--- config.mk ---
export PLATFORM = sky130hd
export DESIGN_NAME = if_fetch_queue
export DESIGN_NICKNAME = d
export VERILOG_FILES = /design/src/rtl/if_fetch_queue.sv
export SDC_FILE = /design/constraint.sdc
export NUM_CORES = 1
export LEC_CHECK = 0
export ABC_CLOCK_PERIOD_IN_PS = 6800
export BUFFER_PORTS_ARGS = -buffer_cell sky130_fd_sc_hd__buf_2
export CORE_ASPECT_RATIO = 0.6
export CORE_MARGIN = 2
export CORE_UTILIZATION = 52
export DETAILED_ROUTE_END_ITERATION = 8
export GPL_ROUTABILITY_DRIVEN = 0
export PLACE_DENSITY_LB_ADDON = 0.2
export SYNTH_ARGS = -nofsm -noshare
export SYNTH_HDL_FRONTEND = slang
export SYNTH_SLANG_ARGS = --single-unit
--- constraint.sdc ---
create_clock -name clk -period 6.8 [get_ports clk]
set_input_delay 0.34 -clock clk [delete_from_list [all_inputs] [get_ports clk]]
set_output_delay 0.34 -clock clk [all_outputs]
set_load 0.01 [all_outputs]
--- src/rtl/if_fetch_queue.sv ---
`default_nettype none
// ============================================================================
// Module      : if_fetch_queue
// Description : Credit-based instruction fetch queue between the PC/imem stage
//               and decode, with one-cycle memory latency and flush support.
// Revision    : 1.0 - initial release
// ============================================================================
module if_fetch_queue #(
  parameter int DEPTH = 2
) (
  input  logic        clk,
  input  logic        rst,
  input  logic [63:0] pc_in,
  input  logic        flush,
  output logic        pc_stall,
  output logic        imem_req,
  output logic [63:0] imem_addr,
  input  logic [31:0] imem_rdata,
  output logic        id_valid,
  input  logic        id_ready,
  output logic [63:0] id_pc,
  output logic [31:0] id_inst
);

  localparam int PW = (DEPTH > 1) ? $clog2(DEPTH) : 1;
  localparam int CW = PW + 1;
  localparam logic [CW:0]   DEPTH_OCC = (CW+1)'(DEPTH);
  localparam logic [CW-1:0] CNT_ONE   = CW'(1);
  localparam logic [PW-1:0] PTR_ONE   = PW'(1);

  logic [CW-1:0] r_count;
  logic [PW-1:0] r_head;
  logic [PW-1:0] r_tail;
  logic          r_inflight;
  logic [63:0]   r_inflight_pc;

  logic [63:0]   r_pc_mem   [DEPTH];
  logic [31:0]   r_inst_mem [DEPTH];

  logic          w_pop;
  logic          w_push;
  logic          w_pop_upd;
  logic [CW:0]   w_occ;

  assign id_valid  = !rst && (r_count != '0);
  assign w_pop     = id_valid && id_ready;
  // Entries already owned plus the one returning, minus the one leaving now.
  assign w_occ     = {1'b0, r_count} + {{CW{1'b0}}, r_inflight} - {{CW{1'b0}}, w_pop};
  assign imem_req  = !rst && !flush && (w_occ < DEPTH_OCC);
  assign pc_stall  = !rst && !flush && !imem_req;
  assign imem_addr = pc_in;

  assign w_push    = !rst && !flush && r_inflight;
  assign w_pop_upd = w_pop && !flush;

  assign id_pc     = r_pc_mem[r_head];
  assign id_inst   = r_inst_mem[r_head];

  always_ff @(posedge clk) begin
    if (rst) begin
      r_count       <= '0;
      r_head        <= '0;
      r_tail        <= '0;
      r_inflight    <= 1'b0;
      r_inflight_pc <= '0;
    end else if (flush) begin
      r_count    <= '0;
      r_head     <= '0;
      r_tail     <= '0;
      r_inflight <= 1'b0;
    end else begin
      r_inflight <= imem_req;
      if (imem_req) begin
        r_inflight_pc <= pc_in;
      end
      if (w_push) begin
        r_tail <= r_tail + PTR_ONE;
      end
      if (w_pop_upd) begin
        r_head <= r_head + PTR_ONE;
      end
      case ({w_push, w_pop_upd})
        2'b10:   r_count <= r_count + CNT_ONE;
        2'b01:   r_count <= r_count - CNT_ONE;
        default: r_count <= r_count;
      endcase
    end
  end

  // Storage carries no reset; it is invisible while the queue is empty.
  always_ff @(posedge clk) begin
    if (w_push) begin
      r_pc_mem[r_tail]   <= r_inflight_pc;
      r_inst_mem[r_tail] <= imem_rdata;
    end
  end

endmodule
`default_nettype wire
==> results of run 1 <==
==> power groups by stage <==
stage          sequential, uW  clock (uW)  combinational (uW)
2_1_floorplan            1800           0                 103
3_3_place_gp             1810           0                 149
5_1_grt                  1780        1420                 164
4_1_cts                  1780        1360                 154
3_5_place_dp             1810           0                 153
6_report                 1780        1330                 151
==> area by class of cell <==
class / instances / area share
flip-flops and latches: 262 / 0.6217
multi-input cells: 189 / 0.1641
repair buffers: 269 / 0.1187
inverters: 2 / 0.0006508
well taps: 240 / 0.02603
clock inverters: 9 / 0.008244
clock buffers: 34 / 0.06064
==> stage by stage <==
stage | area, sq um | total power, uW | hold slack (ns)
2_1_floorplan | 9722 | 1908 | 0.4264
3_3_place_gp | 10720 | 1954 | 0.4372
3_5_place_dp | 10720 | 1962 | 0.4416
4_1_cts | 11530 | 3292 | 0.0008303
5_1_grt | 11530 | 3367 | 0.0007385
6_report | 11530 | 3254 | 0.02536
==> worst max-delay path: stages (launching register included) <==
cell	delay, ns
dfxtp_1	0.48
o21ba_2	0.23
and2_1	0.18
ha_1	0.24
nand2b_1	0.16
fa_1	0.42
xnor2_2	0.28
and3_4	0.76
buf_2	0.26
==> cell usage in the layout, fill, tap and decap left out, types with 3 or more instances in the layout <==
cell type	instances
o21ai_0	3
clkbuf_1	5
clkinv_2	4
dfxtp_1	69
a22o_1	63
buf_2	262
nor2_1	3
clkbuf_16	25
clkbuf_8	4
buf_4	5
mux2_2	96
edfxtp_1	192
==> per-layer routing <==
| metal | vias up | part of all wire | global-route usage |
|---|---|---|---|
| li1 | 2425 | - | - |
| met3 | 34 | 0.069 | 0.04107 |
| met4 | 0 | 0.022 | 0.04839 |
| met5 | - | 0 | 0 |
| met1 | 2602 | 0.44 | 0.2385 |
| met2 | 218 | 0.47 | 0.3010 |
==> sequential cells by signal, summed over array words and instances (netlist names), named ones only <==
| name | flops |
|---|---|
| r_inflight | 1 |
| r_inst_mem | 64 |
| r_inflight_pc | 64 |
| r_head | 1 |
| r_pc_mem | 128 |
| r_count | 2 |
| r_tail | 1 |
==> logic make-up (layout without fill, tap and decap cells) <==
group / after synthesis / in the layout / share of synthesized area
xor+xnor: 4 / 4 / 0.004377
fa+ha+maj: 3 / 3 / 0.004633
flops: 262 / 262 / 0.7372
buf+inv: 90 / 314 / 0.06937
compound gates: 71 / 71 / 0.06435
simple gates: 15 / 15 / 0.008882
mux: 96 / 96 / 0.1112
==> path summary, 6_finish.rpt <==
path                     start  slack (ns)           endpoint  depth (start not counted)
min              imem_rdata[7]        0.03   r_inst_mem[0][7]                          1
min reg2reg  r_inflight_pc[48]        0.46    r_pc_mem[1][48]                          0
max reg2reg         r_count[1]        3.64  r_inflight_pc[33]                          8
max                 r_count[1]        2.94           imem_req                          8
==> results.json, run 1 <==
{
  "drt_iter0_markers": 298,
  "comb_power_share": 0.047,
  "layout_min_cycle_time_ns": 3.857,
  "vias_per_cell": 5.253,
  "p_int_uw": 2616,
  "crit_required_ns": 6.46,
  "yosysTopAreaCellShare": 0.5931,
  "clk_path_buf_depth": 3,
  "die_h_microns": 109.9,
  "tritoncts": "done",
  "synth_area_per_cell_sq_um": 17.97,
  "antenna_found_initial": 0,
  "htree_levels": 1,
  "grt_use_total": 0.1790,
  "maxCapViolCount": 0,
  "clock_sink_count": 262,
  "grt_pass1_wl_microns": 27620,
  "tightest_slew_ns": 0.8797,
  "crit_arrival_ns": 3.52,
  "syn-cell-area_sq_mm": 0.009722,
  "fin_worst_skew_ns": 0.005616,
  "endpoint_kind": "output pin",
  "syn_inst": 541,
  "switching_share": 0.1961,
  "leakage_uw": 0.004332,
  "worstSkewPairLatency_ns": 0.50,
  "io_pins": 263,
  "drive_above_1_share": 0.5333,
  "status": "finished, final reports clean",
  "slew_viol_final": 0,
  "synth_area_leaders": "edfxtp_1, dfxtp_1, mux2_2",
  "crit_path_max_fanout": 65,
  "peakVddDrop_uv": 180.7,
  "setup_violations": 0,
  "multiInputGateArea_sq_mm": 0.001893,
  "num_vias": 5279,
  "grt_max_degree": 66,
  "design.core.area_sq_mm": 0.01821,
  "power.share.clock": 0.408,
  "synth_cell_types": 28,
  "grt_overflow": 0,
  "final.fill_count": 1345,
  "setup_slack_ns": 2.943,
  "hold_class": "primary input to flip-flop",
  "routed_wl_microns": 18510,
  "avgRoutedWirePerCell_microns": 18.41,
  "synth_most_common_cell": "edfxtp_1",
  "fp.dieW_microns": 180.5,
  "synth-edff-count": 192,
  "cp-start-kind": "flip-flop",
  "hold_buffers": 2,
  "clk_pin_slew_ns": 0.06,
  "switching_power_uw": 638.2,
  "drcViolationCount": 0,
  "yosysWarnings": 0,
  "pre_cts_ws_ns": 3.352,
  "regArea_sq_mm": 0.007171,
  "syn_nets": 644,
  "cts_resized": 0,
  "synth_top_flop_cell": "edfxtp_1",
  "max_freq_mhz": 259.3,
  "nets": 851,
  "seqPwrFrac": 0.546,
  "ys_top_cells_by_count": "edfxtp_1, mux2_2, dfxtp_1, buf_4, a22o_1",
  "syn2layout_area_growth_pct": 18.65,
  "fin_setup_tns_ns": 0,
  "seq_area_frac_synth": 0.7372,
  "synth_seq_cells": 262,
  "finish.utilization": 0.6334,
  "rows": 38,
  "crit_type": "flip-flop to output pin",
  "placed_cells": 960,
  "grt_setup_unrepaired": "false",
  "port_buffers": 262,
  "post_cts_buffers": 0,
  "period_share": 0.5672,
  "numCtsBuffers": 24,
  "dpl.hpwl_microns": 11580,
  "cts_root_buf": "clkbuf_16",
  "stdcell_count": 1005,
  "synth_top_area_cell": "edfxtp_1",
  "n_antenna_cell": 0,
  "async_flop_share": 0,
  "grt_pass1_vias": 5253,
  "timing.slew.headroom": 0.4135,
  "hold_viol": 0,
  "antenna_left": 0,
  "power_density_mw_per_mm2": 282.1,
  "first_pass_iters": 4,
  "start_util": 0.5339,
  "dieArea_sq_mm": 0.01984
}
Note: power is estimated with default switching activity, not from simulation.
==> inputs of run 2 (changes only) <==
--- a/config.mk
+++ b/config.mk
@@ -5,11 +5,12 @@
 export SDC_FILE = /design/constraint.sdc
 export NUM_CORES = 1
 export LEC_CHECK = 0
-export ABC_CLOCK_PERIOD_IN_PS = 6800
+export ABC_AREA = 1
+export ABC_CLOCK_PERIOD_IN_PS = 3100
 export BUFFER_PORTS_ARGS = -buffer_cell sky130_fd_sc_hd__buf_2
 export CORE_ASPECT_RATIO = 0.6
 export CORE_MARGIN = 2
-export CORE_UTILIZATION = 52
+export CORE_UTILIZATION = 48
 export DETAILED_ROUTE_END_ITERATION = 8
 export GPL_ROUTABILITY_DRIVEN = 0
 export PLACE_DENSITY_LB_ADDON = 0.2
==> constraint.sdc (replaced) <==
create_clock -name clk -period 3.1 [get_ports clk]
set_input_delay 0.155 -clock clk [delete_from_list [all_inputs] [get_ports clk]]
set_output_delay 0.155 -clock clk [all_outputs]
set_load 0.01 [all_outputs]
==> results.json, run 2 <==
{
  "pre_cts_ws_ns": 0.3538,
  "clock_sink_count": 262,
  "routed_wl_microns": 23660,
  "setup_slack_ns": 0.1362,
  "synth-edff-count": 192,
  "status": "finished, final reports clean",
  "crit_required_ns": 2.94,
  "drt_iter0_markers": 432,
  "slew_viol_final": 0,
  "dpl.hpwl_microns": 13340,
  "grt_max_degree": 70,
  "htree_levels": 1,
  "min-delay-start": "rst",
  "setup_violations": 0,
  "r2r-start": "r_count[1]",
  "io_pins": 263,
  "fin_hold_ws_ns": 0.04032,
  "cp.depth": 11,
  "crit_arrival_ns": 2.81,
  "power.share.clock": 0.411,
  "grt_use_total": 0.1961,
  "crit_chain": "inv_4 > nand2_1 > nand3_2 > inv_1 > ha_1 > or2_2 > fa_2 > nand4_1 > buf_12 > inv_2 > buf_2",
  "fin_setup_tns_ns": 0,
  "reg2reg_depth": 14,
  "clk_pin_slew_ns": 0.07,
  "use_met3": 0.03398,
  "regArea_sq_mm": 0.007174,
  "synth_top_flop_cell": "edfxtp_1",
  "synth_area_per_cell_sq_um": 12.59,
  "first_pass_iters": 4,
  "crit_start": "r_count[1]",
  "num_vias": 6930,
  "seqPwrFrac": 0.521,
  "rows": 41,
  "switching_power_uw": 1544,
  "synth_seq_cells": 262,
  "vias_per_cell": 4.819,
  "ys_top_cells_by_count": "edfxtp_1, nand2_1, mux2_1, inv_1, nor2_1",
  "synth_most_common_cell": "edfxtp_1",
  "crit_family": "adder cells",
  "comb_power_share": 0.068,
  "crit_path_max_fanout": 7,
  "hold_class": "primary input to flip-flop",
  "synth_top_area_cell": "edfxtp_1",
  "avgRoutedWirePerCell_microns": 16.45,
  "synth_area_leaders": "edfxtp_1, dfxtp_1, mux2_1",
  "syn_inst": 839,
  "yosysTopAreaCellShare": 0.5457,
  "maxCapViolCount": 0,
  "regToRegSetupSlack_ns": 0.35,
  "top_usage_layer": "met2",
  "fp.dieW_microns": 195.5,
  "timing.slew.headroom": 0.4550,
  "power_density_mw_per_mm2": 548.5,
  "crit_path_max_incr_delay_ns": 0.58,
  "numCtsBuffers": 24,
  "antenna_left": 0,
  "layout_min_cycle_time_ns": 2.964,
  "final.fill_count": 1584,
  "use_met2": 0.3118,
  "cts_root_buf": "clkbuf_16",
  "grt_overflow": 0,
  "syn-cell-area_sq_mm": 0.01057,
  "synth_cell_types": 21,
  "clk_path_buf_depth": 3,
  "die_h_microns": 118.9,
  "switching_share": 0.2057,
  "grtUsageMet1": 0.2810,
  "async_flop_share": 0,
  "drive_above_1_share": 0.2925,
  "yosysWarnings": 0,
  "final_common_cell": "buf_2",
  "final_cell_mix": "buf_2, edfxtp_1, nand2_1",
  "drcViolationCount": 0,
  "worstSkewPairLatency_ns": 0.51,
  "leakage_uw": 0.005689,
  "dieArea_sq_mm": 0.02325,
  "cp_num_buf_inv": 5,
  "grt_pass1_wl_microns": 35920,
  "hold_depth": 5,
  "tritoncts": "done",
  "tightest_slew_ns": 0.8175,
  "design.core.area_sq_mm": 0.02129,
  "endpoint_kind": "output pin",
  "nets": 1244,
  "crit_slowest_cell": "fa_2",
  "start_util": 0.4963,
  "crit_type": "flip-flop to output pin",
  "cp-start-kind": "flip-flop",
  "peakVddDrop_uv": 358.3,
  "antenna_found_initial": 0,
  "multiInputGateArea_sq_mm": 0.002435,
  "period_share": 0.9561,
  "max_freq_mhz": 337.4,
  "report.power.total_uw": 7506,
  "reg_top3": "r_pc_mem x128, r_inflight_pc x64, r_inst_mem x64",
  "largest_register_ffs": 128,
  "largest_register": "r_pc_mem",
  "hold_viol": 0,
  "grt_pass1_vias": 6700,
  "port_buffers": 262,
  "syn_nets": 942,
  "seq_area_frac_synth": 0.6784,
  "fin_worst_skew_ns": 0.01219,
  "n_antenna_cell": 0,
  "syn2layout_area_growth_pct": 29.51,
  "p_int_uw": 5962
}
[run 2: through the flow]
stage	std cells	cell area, sq um	util
2_1_floorplan	839	10570	-
3_3_place_gp	1286	11720	0.5507
3_5_place_dp	1286	11720	0.5507
4_1_cts	1428	13550	0.6364
5_1_grt	1438	13680	0.6427
6_report	1438	13680	0.6427
[run 2: what timing repair did]
action | 4_1_cts | 5_1_grt
hold buffers | 97 | 0
setup endpoints to repair | 2 | 2
gates resized for setup | 6 | 8
pin swaps | 0 | 2
gates cloned | 0 | 2
hold endpoints to repair | 130 | 0
setup buffers | 1 | 8
[run 2: final cells by class]
class | count | area share
well taps | 279 | 0.02551
repair buffers | 386 | 0.1896
flip-flops and latches | 262 | 0.5243
inverters | 80 | 0.02213
clock buffers | 33 | 0.04938
clock inverters | 11 | 0.01106
multi-input cells | 387 | 0.1779
[run 2: worst reg2reg max path: cells and delay by family (launching register included)]
| family | cells | cell delay (ns) |
|---|---|---|
| AOI/OAI and AO/OA | 1 | 0.14 |
| DFF | 1 | 0.35 |
| buffers and inverters | 6 | 0.64 |
| adders and majority gates | 2 | 0.84 |
| and+or+nand+nor | 5 | 0.71 |
[run 2: cell families after synthesis]
kind of cell               Yosys count  share of synthesized area
and+or+nand+nor                    282                     0.1167
DFF                                262                     0.6784
buffers and inverters              190                    0.09557
muxes                               96                     0.1023
AOI/OAI and AO/OA                    6                   0.002841
adders and majority gates            3                   0.004263
[run 2: final timing paths]
path,end
hold reg to reg,r_pc_mem[1][24]
hold / removal,r_head
setup / recovery,imem_req
setup reg to reg,r_inflight_pc[56]
[run 2: power groups by stage]
| stage | Combinational, uW | Sequential [uW] | Clock [uW] |
|---|---|---|---|
| after floorplan | 261 | 3970 | 0 |
| after global placement | 388 | 3980 | 0 |
| after detailed placement | 392 | 3990 | 0 |
| after CTS | 491 | 3910 | 3150 |
| after global routing | 560 | 3920 | 3300 |
| final | 507 | 3910 | 3090 |
[run 2: layer usage]
metal | vias to the layer above | part of all wire
li1 | 3409 | -
met1 | 3225 | 0.46
met2 | 255 | 0.45
met3 | 41 | 0.065
met4 | 0 | 0.022
met5 | - | 0
==> inputs of run 3 (changes only) <==
--- a/config.mk
+++ b/config.mk
@@ -7,7 +7,7 @@
 export LEC_CHECK = 0
 export ABC_AREA = 1
 export ABC_CLOCK_PERIOD_IN_PS = 3100
-export BUFFER_PORTS_ARGS = -buffer_cell sky130_fd_sc_hd__buf_2
+export BUFFER_PORTS_ARGS = -buffer_cell sky130_fd_sc_hd__clkbuf_2
 export CORE_ASPECT_RATIO = 0.6
 export CORE_MARGIN = 2
 export CORE_UTILIZATION = 48
==> results.json, run 3 (synthesis results as in run 2) <==
{
  "tightest_slew_ns": 0.8063,
  "r2r-start": "r_count[1]",
  "final.fill_count": 1643,
  "grt_overflow": 0,
  "grt_pass1_vias": 7082,
  "largest_register_ffs": 128,
  "htree_levels": 1,
  "crit_arrival_ns": 2.81,
  "peakVddDrop_uv": 388.1,
  "antenna_left": 0,
  "cp-start-kind": "flip-flop",
  "tritoncts": "done",
  "final_common_cell": "clkbuf_2",
  "io_pins": 263,
  "stdcell_count": 1437,
  "worstSkewPairLatency_ns": 0.52,
  "setup_slack_ns": 0.1392,
  "num_vias": 6947,
  "first_pass_iters": 4,
  "syn2layout_area_growth_pct": 28.80,
  "hold_depth": 5,
  "placed_cells": 1286,
  "clk_pin_slew_ns": 0.06,
  "crit_required_ns": 2.94,
  "crit_type": "flip-flop to output pin",
  "min-delay-start": "rst",
  "drt_iter0_markers": 436,
  "final_cell_mix": "clkbuf_2, edfxtp_1, nand2_1",
  "clock_sink_count": 262,
  "drcViolationCount": 0,
  "max_freq_mhz": 337.8,
  "layout_min_cycle_time_ns": 2.961,
  "dieArea_sq_mm": 0.02325,
  "reg_top3": "r_pc_mem x128, r_inflight_pc x64, r_inst_mem x64",
  "r2r_end": "r_inflight_pc[26]",
  "numCtsBuffers": 25,
  "hold_class": "primary input to flip-flop",
  "drive_above_1_share": 0.2919,
  "slew_viol_final": 0,
  "status": "finished, final reports clean",
  "largest_register": "r_pc_mem",
  "endpoint_kind": "output pin",
  "cts_root_buf": "clkbuf_16",
  "avgRoutedWirePerCell_microns": 16.39,
  "report.power.total_uw": 7329,
  "grt_max_degree": 70,
  "n_antenna_cell": 0,
  "crit_family": "adder cells",
  "routed_wl_microns": 23560,
  "pre_cts_ws_ns": 0.2748,
  "fin_area_sq_mm": 0.01361,
  "setup_violations": 0,
  "dpl.hpwl_microns": 13640,
  "crit_path_max_fanout": 5,
  "crit_slowest_cell": "fa_2",
  "leakage_uw": 0.005707,
  "crit_path_max_incr_delay_ns": 0.54,
  "clk_path_buf_depth": 3,
  "nets": 1242,
  "maxCapViolCount": 0,
  "power_density_mw_per_mm2": 538.5,
  "port_buffers": 262,
  "regToRegSetupSlack_ns": 0.34,
  "fin_hold_ws_ns": 0.04512,
  "place_area_sq_mm": 0.01172,
  "timing.slew.headroom": 0.4625,
  "rows": 41,
  "grt_use_total": 0.2016,
  "vias_per_cell": 4.834,
  "fin_worst_skew_ns": 0.01728,
  "cp_num_buf_inv": 5,
  "crit_chain": "inv_4 > nand2_1 > nand3_2 > inv_1 > ha_1 > or2_2 > fa_2 > inv_1 > a21oi_4 > nand2_1 > nand2_1 > inv_1 > clkbuf_2",
  "period_share": 0.9551,
  "start_util": 0.4963,
  "fp.dieW_microns": 195.5,
  "grt_pass1_wl_microns": 36930,
  "hold_viol": 0,
  "design.core.area_sq_mm": 0.02129,
  "antenna_found_initial": 0,
  "reg2reg_depth": 13,
  "die_h_microns": 118.9
}
run 3: final cells by class:
type                            count  area (sq um)  share of cell area
Sequential cell                   262          7174              0.5272
Timing Repair Buffer              383          2575              0.1892
Multi-Input combinational cell    387          2430              0.1786
Clock buffer                       35         683.2             0.05020
Tap cell                          279         349.1             0.02565
Inverter                           80         302.8             0.02225
Clock inverter                     11         93.84            0.006896
run 3: worst max-delay path by stage:
stage | slack, ns | from | cells after the start | endpoint
2_1_floorplan | -0.53 | flush | 4 | r_inst_mem[0][0]
3_3_place_gp | 0.36 | r_count[1] | 13 | imem_req
5_1_grt | -0.001 | r_count[1] | 13 | pc_stall
4_1_cts | 0.008 | r_count[0] | 13 | pc_stall
3_5_place_dp | 0.27 | r_count[1] | 13 | imem_req
6_report | 0.14 | r_count[1] | 13 | pc_stall
run 3: power by group:
part	internal (uW)	total, uW	switching (uW)
combinational	250	517	267
clock	1630	2900	1270
sequential	3860	3910	48.9
total	5740	7330	1580
run 3: repair_timing:
item / in CTS / in global routing
endpoints found under the hold margin: 130 / 0
gates resized for setup: 6 / 5
hold buffers: 97 / 0
setup endpoints to repair: 2 / 2
cloned: 1 / 1
buffers inserted: 1 / 5
pin swaps: 1 / 1
run 3: per-layer routing:
metal | vias to the layer above | wire length [microns] | GRT usage | share of wire
met3 | 31 | 1493 | 0.04050 | 0.063
met5 | - | 0 | 0 | 0
met1 | 3285 | 10760 | 0.2711 | 0.46
met4 | 0 | 498 | 0.04819 | 0.021
li1 | 3408 | - | - | -
met2 | 223 | 10810 | 0.3391 | 0.46
run 3: stage by stage:
stage	utilization	setup TNS, ns
final	0.6392	0
after floorplan	-	-102.42
after global routing	0.6392	-0.002047
after global placement	0.5507	0
after detailed placement	0.5507	0
after CTS	0.6356	0
run 3: worst min-delay path, cell delays in order:
cell      delay [ns]
clkbuf_2        0.09
inv_1           0.06
nand4_1         0.08
nand2_1         0.06
nor2_1          0.08
